**src/rtl/alu_exec_pkg.sv**
```systemverilog
// Shared definitions for the execute-stage ALU: select codes (common with ALU control)
// and the controller state encoding.
package alu_exec_pkg;

    localparam logic [3:0] SEL_ADD = 4'd0;
    localparam logic [3:0] SEL_SUB = 4'd1;
    localparam logic [3:0] SEL_MUL = 4'd2;
    localparam logic [3:0] SEL_SLT = 4'd3;
    localparam logic [3:0] SEL_SLL = 4'd4;
    localparam logic [3:0] SEL_XOR = 4'd6;

    typedef enum logic [1:0] {
        ST_IDLE = 2'd0,
        ST_MUL  = 2'd1,
        ST_DONE = 2'd2
    } state_t;

endpackage

```
**src/rtl/alu_exec_mul.sv**
```systemverilog
// Iterative shift-add multiplier: one partial product per cycle, WIDTH cycles per product.
// The product is presented combinationally alongside o_done so the caller can register it.
module alu_exec_mul #(
    parameter int WIDTH = 32
) (
    input  logic             clk,
    input  logic             reset,
    input  logic             i_start,
    input  logic [WIDTH-1:0] i_a,
    input  logic [WIDTH-1:0] i_b,
    output logic             o_busy,
    output logic             o_done,
    output logic [WIDTH-1:0] o_product
);

    localparam int CNT_W = $clog2(WIDTH);

    logic [WIDTH-1:0] r_mcand;
    logic [WIDTH-1:0] r_mplier;
    logic [WIDTH-1:0] r_acc;
    logic [CNT_W-1:0] r_cnt;
    logic             r_busy;
    logic [WIDTH-1:0] w_acc_next;

    assign w_acc_next = r_mplier[0] ? (r_acc + r_mcand) : r_acc;

    // NOTE: sequential state uses non-blocking assignments so every register
    // samples the values from before the edge, independent of statement order.
    always_ff @(posedge clk) begin
        if (reset) begin
            r_mcand  <= '0;
            r_mplier <= '0;
            r_acc    <= '0;
            r_cnt    <= '0;
            r_busy   <= 1'b0;
        end else if (i_start) begin
            r_mcand  <= i_a;
            r_mplier <= i_b;
            r_acc    <= '0;
            r_cnt    <= CNT_W'(WIDTH - 1);
            r_busy   <= 1'b1;
        end else if (r_busy) begin
            r_acc    <= w_acc_next;
            r_mcand  <= r_mcand << 1;
            r_mplier <= r_mplier >> 1;
            if (r_cnt == '0) begin
                r_busy <= 1'b0;
            end else begin
                r_cnt <= r_cnt - CNT_W'(1);
            end
        end
    end

    // The last iteration's sum is handed out directly, saving a cycle of latency.
    assign o_busy    = r_busy;
    assign o_done    = r_busy && (r_cnt == '0);
    assign o_product = w_acc_next;

endmodule

```
**src/rtl/alu_exec.sv**
```systemverilog
// Execute-stage ALU with valid/ready handshakes and registered result/zero/illegal.
// Define ALU_EXEC_FAST_MUL_EN for a single-cycle combinational multiply instead of shift-add.
module alu_exec
    import alu_exec_pkg::*;
#(
    parameter int WIDTH = 32
) (
    input  logic             clk,
    input  logic             reset,
    input  logic             in_valid,
    output logic             in_ready,
    input  logic [3:0]       sel,
    input  logic [WIDTH-1:0] a,
    input  logic [WIDTH-1:0] b,
    output logic             out_valid,
    input  logic             out_ready,
    output logic [WIDTH-1:0] result,
    output logic             zero,
    output logic             illegal
);

    localparam int SH_W = $clog2(WIDTH);

    state_t           r_state;
    logic             r_in_ready;
    logic             r_out_valid;
    logic [WIDTH-1:0] r_result;
    logic             r_zero;
    logic             r_illegal;

    logic [WIDTH-1:0] w_result;
    logic             w_illegal;
    logic             w_lt;
    logic             w_go_mul;

    // NOTE: every signal written here gets a default first, so no path leaves
    // it unassigned and no latch is inferred.
    always_comb begin
        w_result  = '0;
        w_illegal = 1'b0;
        w_lt      = $signed(a) < $signed(b);
        case (sel)
            SEL_ADD: w_result = a + b;
            SEL_SUB: w_result = a - b;
            SEL_SLT: w_result = {{(WIDTH-1){1'b0}}, w_lt};
            SEL_SLL: w_result = a << b[SH_W-1:0];
            SEL_XOR: w_result = a ^ b;
`ifdef ALU_EXEC_FAST_MUL_EN
            SEL_MUL: w_result = a * b;
`else
            SEL_MUL: w_result = '0;
`endif
            default: w_illegal = 1'b1;
        endcase
    end

`ifdef ALU_EXEC_FAST_MUL_EN
    assign w_go_mul = 1'b0;
`else
    logic             w_mul_start;
    logic             w_mul_busy;
    logic             w_mul_done;
    logic [WIDTH-1:0] w_mul_product;

    assign w_go_mul    = (sel == SEL_MUL);
    assign w_mul_start = (r_state == ST_IDLE) && in_valid && w_go_mul;

    alu_exec_mul #(
        .WIDTH (WIDTH)
    ) u_mul (
        .clk       (clk),
        .reset     (reset),
        .i_start   (w_mul_start),
        .i_a       (a),
        .i_b       (b),
        .o_busy    (w_mul_busy),
        .o_done    (w_mul_done),
        .o_product (w_mul_product)
    );
`endif

    always_ff @(posedge clk) begin
        if (reset) begin
            r_state     <= ST_IDLE;
            r_in_ready  <= 1'b1;
            r_out_valid <= 1'b0;
            r_result    <= '0;
            r_zero      <= 1'b0;
            r_illegal   <= 1'b0;
        end else begin
            case (r_state)
                ST_IDLE: begin
                    if (in_valid) begin
                        r_in_ready <= 1'b0;
                        if (w_go_mul) begin
                            r_state <= ST_MUL;
                        end else begin
                            r_state     <= ST_DONE;
                            r_out_valid <= 1'b1;
                            r_result    <= w_result;
                            r_zero      <= (w_result == '0);
                            r_illegal   <= w_illegal;
                        end
                    end
                end
`ifndef ALU_EXEC_FAST_MUL_EN
                ST_MUL: begin
                    if (w_mul_done) begin
                        r_state     <= ST_DONE;
                        r_out_valid <= 1'b1;
                        r_result    <= w_mul_product;
                        r_zero      <= (w_mul_product == '0);
                        r_illegal   <= 1'b0;
                    end else if (!w_mul_busy) begin
                        // Multiplier idle without finishing: recover rather than hang.
                        r_state    <= ST_IDLE;
                        r_in_ready <= 1'b1;
                    end
                end
`endif
                ST_DONE: begin
                    if (out_ready) begin
                        r_state     <= ST_IDLE;
                        r_out_valid <= 1'b0;
                        r_in_ready  <= 1'b1;
                    end
                end
                default: begin
                    r_state     <= ST_IDLE;
                    r_out_valid <= 1'b0;
                    r_in_ready  <= 1'b1;
                end
            endcase
        end
    end

    assign in_ready  = r_in_ready;
    assign out_valid = r_out_valid;
    assign result    = r_result;
    assign zero      = r_zero;
    assign illegal   = r_illegal;

endmodule

```
**config.mk**
```make
export PLATFORM = sky130hd
export DESIGN_NAME = alu_exec
export DESIGN_NICKNAME = d
export VERILOG_FILES = /design/src/rtl/alu_exec_pkg.sv /design/src/rtl/alu_exec_mul.sv /design/src/rtl/alu_exec.sv
export SDC_FILE = /design/constraint.sdc
export NUM_CORES = 1
export LEC_CHECK = 0
export CAP_MARGIN = 20
export CORE_AREA = 2 2 174 176
export CTS_CLUSTER_SIZE = 16
export DETAILED_ROUTE_END_ITERATION = 16
export DIE_AREA = 0 0 176 178
export PLACE_DENSITY_LB_ADDON = 0.15
export SYNTH_ARGS = -nofsm -noshare
export SYNTH_HDL_FRONTEND = slang
export SYNTH_HIERARCHICAL = 1
export SYNTH_SLANG_ARGS = --single-unit
```
**constraint.sdc**
```tcl
create_clock -name clk -period 4.55 [get_ports clk]
set_input_delay 0.91 -clock clk [delete_from_list [all_inputs] [get_ports clk]]
set_output_delay 0.91 -clock clk [all_outputs]
set_load 0.02 [all_outputs]
```
**Word-level counts from Yosys, hierarchy flattened**

Cells that the tools add are included.

- Flip-flop bits (word level): 140
- Bits of input ports: 72
- Logic and storage cells: 91
- Memories: 0
- Memory bits (read-only): 0
- RAM bits: 0
- Output and inout port bits: 36
- Bits in latches: 0

- $add $sub $neg: 4
- Multiplexer cells: 41
- Order comparisons: 1
- Bitwise logic cells: 1
- Shift-type cells: 1
- Div/mod/pow operators: 0
- Reductions and logical operators: 17
- $mul: 0
- Equality and inequality tests: 15

Operators by type and width:

| kind | count |
|---|---|
| $mux W32 | 8 |
| $pmux W32 S5 | 1 |
| $add A32 B32 Y32 | 2 |
| $logic_not A32 Y1 | 2 |
| $pmux W32 S2 | 1 |
| $lt A32 B32 Y1 | 1 |
| $shl A32 B5 Y32 | 1 |
| $sub A32 B32 Y32 | 1 |
| $xor A32 B32 Y32 | 1 |
| $mux W1 | 18 |
| $mux W5 | 3 |
| $reduce_and A4 Y1 | 3 |
| $mux W2 | 5 |
| $ne A2 B2 Y1 const B | 5 |
| $eq A4 B2 Y1 const B | 2 |
| $eq A4 B3 Y1 const B | 2 |
| $pmux W1 S3 | 2 |
| $pmux W2 S3 | 1 |
| $logic_not A5 Y1 | 1 |
| $reduce_or A5 Y1 | 1 |
| $sub A5 B1 Y5 const B | 1 |
| $eq A4 B1 Y1 const B | 1 |
| $logic_not A4 Y1 | 1 |
| $ne A2 B1 Y1 const B | 2 |
| 10 further kinds | 14 |

**Logic depth before layout (Yosys ltp)**

Gate-level depths: netlist (run 1).

- Depth in word-level cells: 6
- Depth in mapped cells: 16
- Mapped depth without buffers: 16

**Modules after synthesis**

Netlist (run 1), hierarchy kept.

By module, submodules not included:

| module | seq. area each (um^2) | area each (um^2) | cells each | times used |
|---|---|---|---|---|
| alu_exec | 760.7 | 8190.4 | 1172 | 1 |
| alu_exec_mul | 2042.0 | 6349.8 | 793 | 1 |

**Least setup slack after synthesis (run 1)**

Ideal clock, no wire load.

- Kind: input-to-reg
- Start: in b[2]
- End: reg r_zero, in the netlist zero
- Data required time: 4490 ps
- Stages: 16
- Slack: 507 ps
- Path buffers: 3
- Arrival: 3984 ps
- Library setup time: 60 ps
- Cells stage by stage: inv_1 clkbuf_1 buf_2 ha_1 buf_2 nor2b_1 o311ai_2 a311oi_1 o21ai_0 nand2_1 a22oi_1 or3_1 nor3_1 nand4bb_1 nor4_1 a41o_1

- Longest elaborated chain between the ends: 6
- Elaborated cells between the ends (all ways): 10
- Those cells by class: add/sub (2); order compare (1); shift (1); mux (4); bitwise (1); reduce/logical (1)

RTL lines:

| item | RTL line | source |
|---|---|---|
| from (decl) | alu_exec.sv:14 | `input logic [WIDTH-1:0] b,` |
| $sub A32 B32 Y32, or another cell as far along | alu_exec.sv:44 | `SEL_SUB: w_result = a - b;` |
| $pmux W32 S5 * | alu_exec.sv:42 | `case (sel)` |
| $logic_not A32 Y1 * | alu_exec.sv:101 | `r_zero <= (w_result == '0);` |
| $mux W1 * | alu_exec.sv:95 | `if (w_go_mul) begin` |
| $mux W1 * | alu_exec.sv:93 | `if (in_valid) begin` |
| $pmux W1 S2 * | alu_exec.sv:91 | `case (r_state)` |
| to (signal assigned) | alu_exec.sv:101 |  |
| to (signal assigned) | alu_exec.sv:112 | `r_zero <= (w_mul_product == '0);` |
| to (decl) | alu_exec.sv:28 | `logic r_zero;` |

Mark *: on every way between the ends. The rest lies on a longest branch, timed or not. The select of a mux whose other input is x is not followed.
A chain may end at the register's enable or synchronous reset.

**Worst setup path after layout (run 1)**

- Start: in b[6]
- End: reg r_zero, in the netlist zero

- Longest elaborated chain between the ends: 6
- Elaborated cells between the ends (all ways): 9
- Those cells by class: add/sub (2); order compare (1); mux (4); bitwise (1); reduce/logical (1)

RTL lines:

| item | RTL line |
|---|---|
| $sub A32 B32 Y32, or another cell as far along | alu_exec.sv:44 |
| $pmux W32 S5 * | alu_exec.sv:42 |
| $logic_not A32 Y1 * | alu_exec.sv:101 |
| $mux W1 * | alu_exec.sv:95 |
| $mux W1 * | alu_exec.sv:93 |
| $pmux W1 S2 * | alu_exec.sv:91 |

Marked as above.

==> results of run 1 <==
-- flip-flops by register name (all words and copies together), names as in the netlist --
signal	flops
illegal	1
u_mul/r_mplier	32
u_mul/r_cnt	5
in_ready	1
zero	1
u_mul/r_mcand	32
out_valid	1
u_mul/r_acc	32
u_mul/o_busy	1
result	32
r_state	2
-- cell type report --
class / instances / area (µm²)
flip-flops and latches: 140 / 2808
well taps: 390 / 488.0
fillers: 2703 / 11180
repair buffers: 380 / 3161
inverters: 85 / 319.1
multi-input cells: 1605 / 10890
clock inverters: 11 / 112.6
clock buffers: 20 / 446.7
-- metal layers --
layer / vias to the layer above / wire length (µm) / track usage
met3: 107 / 4722 / 0.06159
met5: - / 0 / 0
li1: 7755 / - / -
met4: 0 / 2135 / 0.1450
met2: 749 / 24880 / 0.5577
met1: 7892 / 26720 / 0.5242
-- cell families after synthesis --
logic type               count (synthesis)  synth area share
AO/OA/AOI/OAI                          609            0.2783
AND/OR/NAND/NOR                        688            0.2147
adder cells (fa/ha/maj)                100           0.08760
XOR/XNOR                                42           0.02530
multiplexers                           166            0.1397
buffers and inverters                  220           0.06170
flip-flops                             140            0.1928
-- power by group through the flow --
stage / sequential [mW] / clock [mW] / combinational [mW]
CTS: 1.28 / 1.43 / 1.42
global placement: 1.31 / 0 / 1.40
detailed placement: 1.31 / 0 / 1.41
finish: 1.28 / 1.41 / 1.46
global route: 1.28 / 1.46 / 1.55
floorplan: 1.32 / 0 / 0.719
-- critical path, delay by kind of cell --
kind | cells | cell delay [ns]
xor+xnor | 1 | 0.18
fa+ha+maj | 1 | 0.33
compound gates | 7 | 2.10
buf+inv | 4 | 0.89
simple gates | 3 | 0.36
-- placed cells by master, fill, tap and decap left out, types with 11 or more instances in the layout --
cell             netlist  routed
nor4_1                23      23
xor2_1                13      13
clkdlybuf4s50_1        0     103
ha_1                  97      97
clkbuf_16              0      17
a31oi_1               15      15
o221ai_1              30      30
mux2i_1              102     102
nor2_1               287     287
nand2b_1              20      20
dfxtp_1              140     138
o21ai_0               70      68
a21o_1                17      17
and3_1                17      17
nand4_1               25      25
inv_1                 83      83
mux4_2                16      16
o31ai_1               18      18
o211ai_1              16      16
mux2_2                40      40
xnor2_1               29      29
o21a_1                13      13
buf_4                  3     270
a21oi_1              243     242
or3_1                 16      16
nand3_1               26      26
o22ai_1               17      17
a211oi_1              23      20
o21bai_1              15      15
nand2_1              188     188
nor3_1                34      33
nor2b_1               11      11
a221oi_1              18      17
-- metrics by stage --
stage | worst slack [ns] | hold slack (ns)
2_1_floorplan | 0.5066 | 0.4461
3_3_place_gp | -0.3187 | 0.4396
3_5_place_dp | -0.3756 | 0.4431
4_1_cts | 0.07399 | 0.4524
5_1_grt | 0.004671 | 0.4836
6_report | 0.1607 | 0.4529
-- timing repair --
| item | in CTS | in global routing |
|---|---|---|
| resized for setup | 0 | 11 |
| endpoints found under the hold margin | 0 | 0 |
| endpoints found under the setup margin | 0 | 4 |
-- path summary, 6_finish.rpt --
kind	from	to
min reg2reg	result[14]$_SDFFE_PP0P_	result[14]$_SDFFE_PP0P_
max reg2reg	u_mul/r_mcand[0]$_SDFFE_PP0P_	zero$_SDFFE_PP0P_
max	b[6]	zero$_SDFFE_PP0P_
min	result[14]$_SDFFE_PP0P_	result[14]$_SDFFE_PP0P_
==> impl_results.html, run 1 <==
<table>
<tr><th>Metric</th><th>Value</th></tr>
<tr><th colspan="2">Place</th></tr>
<tr><td>Count of buffers inserted at the top-level ports</td><td>around 110</td></tr>
<tr><td>Dpl cell area</td><td>0.01762 mm²</td></tr>
<tr><td>Final Wtd Congestion</td><td>1.012</td></tr>
<tr><td>HPWL after DPL</td><td>45.81 mm</td></tr>
<tr><td>Cell count after placement</td><td>2600</td></tr>
<tr><th colspan="2">Power</th></tr>
<tr><td>Sw Share</td><td>0.3588</td></tr>
<tr><td>Internal power of the cells</td><td>between 2 and 3 mW</td></tr>
<tr><td>Max VDD drop</td><td>between 0.2 and 0.3 mV</td></tr>
<tr><td>Part of the power in the clock network</td><td>0.340</td></tr>
<tr><td>Final Total Pwr</td><td>approximately 4.1 mW</td></tr>
<tr><td>Combinational Power Share</td><td>0.351</td></tr>
<tr><td>Sequential power share</td><td>0.309</td></tr>
<tr><td>Switching power</td><td>roughly 1.5 mW</td></tr>
<tr><td>Static leakage</td><td>7.572 nW</td></tr>
<tr><td>Power per cell area</td><td>approximately 230 mW/mm²</td></tr>
<tr><th colspan="2">Clock tree</th></tr>
<tr><td>Number of buffers created by CTS</td><td>17</td></tr>
<tr><td>Cts hold-fix bufs</td><td>0</td></tr>
<tr><td>Clock tree buffer depth</td><td>2</td></tr>
<tr><td>TritonCTS clock tree</td><td>yes</td></tr>
<tr><td>Number of H-tree levels</td><td>4</td></tr>
<tr><td>Clk_lat worst skew</td><td>roughly 0.46 ns</td></tr>
<tr><td>Post CTS Setup Buffer Count</td><td>0</td></tr>
<tr><td>Count of clock tree sinks</td><td>140</td></tr>
<tr><td>Clock Pin Slew Worst Setup and Hold Paths</td><td>~0.070 ns</td></tr>
<tr><td>CTS root buffer</td><td>clkbuf_16</td></tr>
<tr><th colspan="2">Logic synthesis</th></tr>
<tr><td>Top cells by count, synth</td><td>nor2_1, a21oi_1, nand2_1, dfxtp_1, mux2i_1</td></tr>
<tr><td>Library cell with the highest instance count after synthesis</td><td>nor2_1</td></tr>
<tr><td>Share of the yosys chip area belonging to registers</td><td>0.1928</td></tr>
<tr><td>Seq cells post-synth</td><td>between 100 and 150</td></tr>
<tr><td>Yosys top cell area share</td><td>0.1928</td></tr>
<tr><td>Proportion of register bits with asynchronous set or reset after synthesis</td><td>0</td></tr>
<tr><td>Cell types with the largest area share after synthesis</td><td>dfxtp_1, a21oi_1, ha_1</td></tr>
<tr><td>Count of mapped cells out of synthesis</td><td>a little under 2000</td></tr>
<tr><td>Distinct cell type count after synthesis</td><td>100</td></tr>
<tr><td>Post-synth EDFFs</td><td>0</td></tr>
<tr><td>Mean Syn Cell Area</td><td>7.400 µm²</td></tr>
<tr><td>Leading area contributor after synthesis</td><td>dfxtp_1</td></tr>
<tr><td>Most used DFF post-synth</td><td>dfxtp_1</td></tr>
<tr><td>Warnings, synthesis</td><td>6</td></tr>
<tr><td>Summed instance area of the synthesized netlist</td><td>~0.015 mm²</td></tr>
<tr><td>Post-Synthesis Net Count</td><td>2137</td></tr>
<tr><th colspan="2">Route</th></tr>
<tr><td>DRT iter0 DRCs</td><td>approximately 1700</td></tr>
<tr><td>Number of vias after detailed routing</td><td>16500</td></tr>
<tr><td>Wirelength, routed</td><td>around 58 mm</td></tr>
<tr><td>Remaining design rule violation count</td><td>0</td></tr>
<tr><td>Post-DR vias/cell</td><td>between 6 and 7</td></tr>
<tr><td>Routed wire per std cell</td><td>22.22 µm</td></tr>
<tr><td>Number of antenna-violating nets in the routed design</td><td>0</td></tr>
<tr><td>Iteration count of the initial detailed-routing pass</td><td>6</td></tr>
<tr><th colspan="2">Run status</th></tr>
<tr><td>Result of the run</td><td>finished, final reports clean</td></tr>
<tr><th colspan="2">Timing</th></tr>
<tr><td>Highest clock rate</td><td>about 230 MHz</td></tr>
<tr><td>Final-report max-slew violation count</td><td>0</td></tr>
<tr><td>Final Setup Violations</td><td>0</td></tr>
<tr><td>Minimum clock period</td><td>roughly 4.4 ns</td></tr>
<tr><td>Relative slew slack</td><td>0.2994</td></tr>
<tr><td>Share of the clock period used by the worst path after layout</td><td>0.9647</td></tr>
<tr><td>Setup repair after global routing missed its margin</td><td>no</td></tr>
<tr><td>Setup TNS</td><td>0 ns</td></tr>
<tr><td>Tightest Pin Transition</td><td>roughly 1.1 ns</td></tr>
<tr><td>Worst Clk Skew</td><td>approximately 0.013 ns</td></tr>
<tr><td>Fin. Hold Viols</td><td>0</td></tr>
<tr><th colspan="2">Floorplanning</th></tr>
<tr><td>Die Height</td><td>178 µm</td></tr>
<tr><td>Placement Rows</td><td>between 60 and 70</td></tr>
<tr><td>Core footprint</td><td>around 0.029 mm²</td></tr>
<tr><td>Starting utilization of the core area</td><td>0.4945</td></tr>
<tr><td>I/O pin count</td><td>between 100 and 150</td></tr>
<tr><td>Die Width</td><td>~180 µm</td></tr>
<tr><td>Area enclosed by the die boundary</td><td>0.03133 mm²</td></tr>
<tr><th colspan="2">Global routing</th></tr>
<tr><td>Global-route total usage across every layer</td><td>0.3694</td></tr>
<tr><td>Number of antenna violations at the first check in global routing</td><td>0</td></tr>
<tr><td>Final global-route overflow total</td><td>0</td></tr>
<tr><td>Wire length of the first global-routing pass</td><td>88.51 mm</td></tr>
<tr><td>Vias in the first global route</td><td>15150</td></tr>
<tr><td>Largest net degree at the start of global routing</td><td>roughly 130</td></tr>
<tr><th colspan="2">Setup path</th></tr>
<tr><td>Highest net fanout along the worst path</td><td>6</td></tr>
<tr><td>R2R Setup Slk</td><td>between 0.3 and 0.4 ns</td></tr>
<tr><td>Delay of the slowest cell on the worst path</td><td>about 0.51 ns</td></tr>
<tr><td>Crit start category</td><td>primary input</td></tr>
<tr><td>Critical-path cell with the highest stage delay</td><td>a2111oi_1</td></tr>
<tr><td>Worst r2r path cells</td><td>16</td></tr>
<tr><td>Start-to-end type of the worst setup path</td><td>primary input to flip-flop</td></tr>
<tr><td>CP required</td><td>just under 5 ns</td></tr>
<tr><td>Crit path capture type</td><td>flip-flop</td></tr>
<tr><td>Library cell appearing most often on the critical path</td><td>buf_4</td></tr>
<tr><td>Cell chain of the critical path</td><td>clkdlybuf4s50_1, inv_1, ha_1, nor2_1, a2111oi_1, o211ai_1, buf_4, a22o_2, o31ai_2, nor4b_2, a2bb2oi_1, xnor2_1, a2111o_1, nor4_1, buf_4, a41o_1</td></tr>
<tr><td>Arrival @ worst endpoint</td><td>about 4.8 ns</td></tr>
<tr><th colspan="2">Worst hold path</th></tr>
<tr><td>WHS Path Cells</td><td>2</td></tr>
<tr><td>Type of the most critical hold path</td><td>flip-flop to flip-flop</td></tr>
<tr><th colspan="2">Finish</th></tr>
<tr><td>Fraction of final layout cells sized beyond drive strength 1</td><td>0.1838</td></tr>
<tr><td>Non-filler cells, final</td><td>2631</td></tr>
<tr><td>Finished layout cell area</td><td>0.01822 mm²</td></tr>
<tr><td>Layout-stage area growth over the synthesis result</td><td>25.33%</td></tr>
<tr><td>Utilization after layout</td><td>0.6198</td></tr>
<tr><td>Final #Nets</td><td>~2400</td></tr>
<tr><td>Antenna diode instance count</td><td>0</td></tr>
<tr><th colspan="2">Flow run</th></tr>
<tr><td>Total of max-cap violations</td><td>0</td></tr>
</table>
(Power assumes the default switching activity.)
==> inputs of run 2 (changes only) <==
PLACE_DENSITY = 0.69   (was default)
PLACE_DENSITY_LB_ADDON = default   (was 0.15)
==> impl_results.html, run 2 (same netlist as run 1, synthesis figures left out) <==
<table>
<tr><th>Metric</th><th>Value</th></tr>
<tr><th colspan="2">Finish</th></tr>
<tr><td>Finished layout cell area</td><td>0.01798 mm² (was 0.01822 mm²)</td></tr>
<tr><td>Utilization after layout</td><td>0.6114 (was 0.6198)</td></tr>
<tr><td>Fraction of final layout cells sized beyond drive strength 1</td><td>0.1716 (was 0.1838)</td></tr>
<tr><td>Fillcell total</td><td>2716 (was 2703)</td></tr>
<tr><td>Non-filler cells, final</td><td>2598 (was 2631)</td></tr>
<tr><td>Leading cell types in the layout, fill and taps excluded</td><td>nor2_1, a21oi_1, buf_4 (was nor2_1, buf_4, a21oi_1)</td></tr>
<tr><td>Antenna diode instance count</td><td>0 (unchanged)</td></tr>
<tr><td>Layout-stage area growth over the synthesis result</td><td>23.63% (was 25.33%)</td></tr>
<tr><td>Final #Nets</td><td>2367 (was 2401)</td></tr>
<tr><td>Most frequent standard cell in the layout excluding fill and tap cells</td><td>nor2_1 (unchanged)</td></tr>
<tr><th colspan="2">Route</th></tr>
<tr><td>Number of vias after detailed routing</td><td>16750 (was 16500)</td></tr>
<tr><td>Remaining design rule violation count</td><td>0 (unchanged)</td></tr>
<tr><td>Wirelength, routed</td><td>61.48 mm (was 58.46 mm)</td></tr>
<tr><td>Post-DR vias/cell</td><td>6.448 (was 6.273)</td></tr>
<tr><td>DRT iter0 DRCs</td><td>1834 (was 1714)</td></tr>
<tr><td>Iteration count of the initial detailed-routing pass</td><td>6 (unchanged)</td></tr>
<tr><td>Routed wire per std cell</td><td>23.67 µm (was 22.22 µm)</td></tr>
<tr><td>Number of antenna-violating nets in the routed design</td><td>0 (unchanged)</td></tr>
<tr><th colspan="2">Global routing</th></tr>
<tr><td>Number of antenna violations at the first check in global routing</td><td>0 (unchanged)</td></tr>
<tr><td>Vias in the first global route</td><td>15740 (was 15150)</td></tr>
<tr><td>Largest net degree at the start of global routing</td><td>60 (was 129)</td></tr>
<tr><td>Final global-route overflow total</td><td>0 (unchanged)</td></tr>
<tr><td>Global-route total usage across every layer</td><td>0.3937 (was 0.3694)</td></tr>
<tr><td>Wire length of the first global-routing pass</td><td>93.58 mm (was 88.51 mm)</td></tr>
<tr><th colspan="2">Place</th></tr>
<tr><td>Cell count after placement</td><td>2566 (was 2600)</td></tr>
<tr><td>Dpl cell area</td><td>0.01737 mm² (was 0.01762 mm²)</td></tr>
<tr><td>HPWL after DPL</td><td>49.28 mm (was 45.81 mm)</td></tr>
<tr><td>Final Wtd Congestion</td><td>1.067 (was 1.012)</td></tr>
<tr><td>Pre-CTS setup slack</td><td>-0.3414 ns (was -0.3756 ns)</td></tr>
<tr><td>Count of buffers inserted at the top-level ports</td><td>107 (unchanged)</td></tr>
<tr><th colspan="2">Clock tree</th></tr>
<tr><td>Number of buffers created by CTS</td><td>17 (unchanged)</td></tr>
<tr><td>Clk_lat worst skew</td><td>0.48 ns (was 0.46 ns)</td></tr>
<tr><td>Clock tree buffer depth</td><td>2 (unchanged)</td></tr>
<tr><td>Number of H-tree levels</td><td>4 (unchanged)</td></tr>
<tr><td>Clock Pin Slew Worst Setup and Hold Paths</td><td>0.08 ns (was 0.07 ns)</td></tr>
<tr><td>Cts hold-fix bufs</td><td>0 (unchanged)</td></tr>
<tr><td>CTS root buffer</td><td>clkbuf_16 (unchanged)</td></tr>
<tr><td>TritonCTS clock tree</td><td>yes (unchanged)</td></tr>
<tr><td>Count of clock tree sinks</td><td>140 (unchanged)</td></tr>
<tr><th colspan="2">Timing</th></tr>
<tr><td>Highest clock rate</td><td>226.1 MHz (was 227.8 MHz)</td></tr>
<tr><td>Tightest Pin Transition</td><td>0.9244 ns (was 1.051 ns)</td></tr>
<tr><td>Relative slew slack</td><td>0.3829 (was 0.2994)</td></tr>
<tr><td>Setup repair after global routing missed its margin</td><td>yes (was no)</td></tr>
<tr><td>Final WS setup</td><td>0.1268 ns (was 0.1607 ns)</td></tr>
<tr><td>Share of the clock period used by the worst path after layout</td><td>0.9721 (was 0.9647)</td></tr>
<tr><td>Worst Clk Skew</td><td>0.02333 ns (was 0.01282 ns)</td></tr>
<tr><td>Fin. Hold Viols</td><td>0 (unchanged)</td></tr>
<tr><td>Setup TNS</td><td>0 ns (unchanged)</td></tr>
<tr><td>Final-report max-slew violation count</td><td>0 (unchanged)</td></tr>
<tr><td>Final Setup Violations</td><td>0 (unchanged)</td></tr>
<tr><td>Minimum clock period</td><td>4.423 ns (was 4.389 ns)</td></tr>
<tr><th colspan="2">Setup path</th></tr>
<tr><td>Library cell appearing most often on the critical path</td><td>buf_4 (unchanged)</td></tr>
<tr><td>Highest net fanout along the worst path</td><td>5 (was 6)</td></tr>
<tr><td>Delay of the slowest cell on the worst path</td><td>0.49 ns (was 0.51 ns)</td></tr>
<tr><td>Worst path buffer plus inverter count</td><td>5 (was 4)</td></tr>
<tr><td>Crit path capture type</td><td>flip-flop (unchanged)</td></tr>
<tr><td>Arrival @ worst endpoint</td><td>4.75 ns (was 4.79 ns)</td></tr>
<tr><td>Family with the most delay on the worst path</td><td>compound AO/OA/AOI/OAI gates (unchanged)</td></tr>
<tr><td>Crit start category</td><td>primary input (unchanged)</td></tr>
<tr><td>Critical-path cell with the highest stage delay</td><td>clkdlybuf4s50_1 (was a2111oi_1)</td></tr>
<tr><td>CP required</td><td>4.88 ns (was 4.95 ns)</td></tr>
<tr><td>Start-to-end type of the worst setup path</td><td>primary input to flip-flop (unchanged)</td></tr>
<tr><td>Cell chain of the critical path</td><td>clkdlybuf4s50_1, inv_1, ha_1, buf_4, nor2b_1, o21ai_0, o211ai_1, buf_4, buf_4, a31o_2, a211oi_1, o31ai_1, a311oi_1, o31ai_1, nand3b_1, o221ai_1, a21oi_1 (was clkdlybuf4s50_1, inv_1, ha_1, nor2_1, a2111oi_1, o211ai_1, buf_4, a22o_2, o31ai_2, nor4b_2, a2bb2oi_1, xnor2_1, a2111o_1, nor4_1, buf_4, a41o_1)</td></tr>
<tr><th colspan="2">Floorplanning</th></tr>
<tr><td>Placement Rows</td><td>63 (unchanged)</td></tr>
<tr><td>Starting utilization of the core area</td><td>0.4945 (unchanged)</td></tr>
<tr><td>Core footprint</td><td>0.02940 mm² (unchanged)</td></tr>
<tr><td>Die Height</td><td>178 µm (unchanged)</td></tr>
<tr><td>Die Width</td><td>176 µm (unchanged)</td></tr>
<tr><td>Area enclosed by the die boundary</td><td>0.03133 mm² (unchanged)</td></tr>
<tr><td>I/O pin count</td><td>108 (unchanged)</td></tr>
<tr><th colspan="2">Power</th></tr>
<tr><td>Static leakage</td><td>7.423 nW (was 7.572 nW)</td></tr>
<tr><td>Max VDD drop</td><td>0.2720 mV (was 0.2533 mV)</td></tr>
<tr><td>Power per cell area</td><td>231.1 mW/mm² (was 227.7 mW/mm²)</td></tr>
<tr><th colspan="2">Flow run</th></tr>
<tr><td>Total of max-cap violations</td><td>0 (unchanged)</td></tr>
<tr><th colspan="2">Worst hold path</th></tr>
<tr><td>Type of the most critical hold path</td><td>flip-flop to flip-flop (unchanged)</td></tr>
<tr><th colspan="2">Run status</th></tr>
<tr><td>Result of the run</td><td>finished, final reports clean (unchanged)</td></tr>
</table>
[run 2: cell types whose count changed in the layout (fill, tap and decap cells not counted), moves of 2 or more]
cell,before,now
buf_4,270,236
clkbuf_1,2,0
clkinv_8,0,2
clkinvlp_4,3,0
inv_6,3,8
inv_8,1,3
[run 2: worst register-to-register path: cells and delay by family, from the launching register on]
family	cells	cell delay [ns]
AO/OA/AOI/OAI	8	1.65
flip-flops	1	0.35
adder cells (fa/ha/maj)	2	0.71
XOR/XNOR	1	0.15
multiplexers	1	0.32
AND/OR/NAND/NOR	4	1.05
[run 2: timing repair]
item                                    in CTS  in global routing
endpoints found under the setup margin       0                  2
resized for setup                            0                  7
buffers inserted                             0                  0
[run 2: final timing paths]
| kind | startpoint | to | slack, ns | cells after the start |
|---|---|---|---|---|
| max | b[4] | result[31]$_SDFFE_PP0P_ | 0.13 | 17 |
| min | result[16]$_SDFFE_PP0P_ | result[16]$_SDFFE_PP0P_ | 0.45 | 2 |
| max reg2reg | u_mul/r_mcand[0]$_SDFFE_PP0P_ | zero$_SDFFE_PP0P_ | 0.29 | 16 |
| min reg2reg | result[16]$_SDFFE_PP0P_ | result[16]$_SDFFE_PP0P_ | 0.45 | 2 |
[run 2: per-layer routing]
metal	up-vias	GRT usage	part of all wire
met4	0	0.1674	0.044
met3	177	0.08461	0.10
met1	7968	0.5210	0.41
met5	-	0	0
li1	7707	-	-
met2	900	0.6209	0.44
[run 2: area by class of cell]
| type | instances | area [µm²] | share of cell area |
|---|---|---|---|
| Clock inverter | 15 | 150.1 | 0.008352 |
| Timing Repair Buffer | 346 | 2903 | 0.1615 |
| Clock buffer | 17 | 425.4 | 0.02367 |
| Multi-Input combinational cell | 1605 | 10880 | 0.6055 |
| Sequential cell | 140 | 2806 | 0.1561 |
| Inverter | 85 | 319.1 | 0.01775 |
| Tap cell | 390 | 488.0 | 0.02715 |
[run 2: report_power, final]
part / internal, mW / switching (mW) / leakage [nW] / total, mW
Clock: 0.731 / 0.715 / 0.286 / 1.45
Sequential: 1.25 / 0.0298 / 1.13 / 1.28
Combinational: 0.606 / 0.821 / 6.00 / 1.43
Total: 2.59 / 1.57 / 7.42 / 4.15
[run 2: per-stage QoR]
stage	hold slack, ns	power, mW
4_1_cts	0.4532	4.126
3_3_place_gp	0.4427	2.681
2_1_floorplan	0.4461	2.037
5_1_grt	0.4754	4.316
3_5_place_dp	0.4436	2.686
6_report	0.4543	4.154
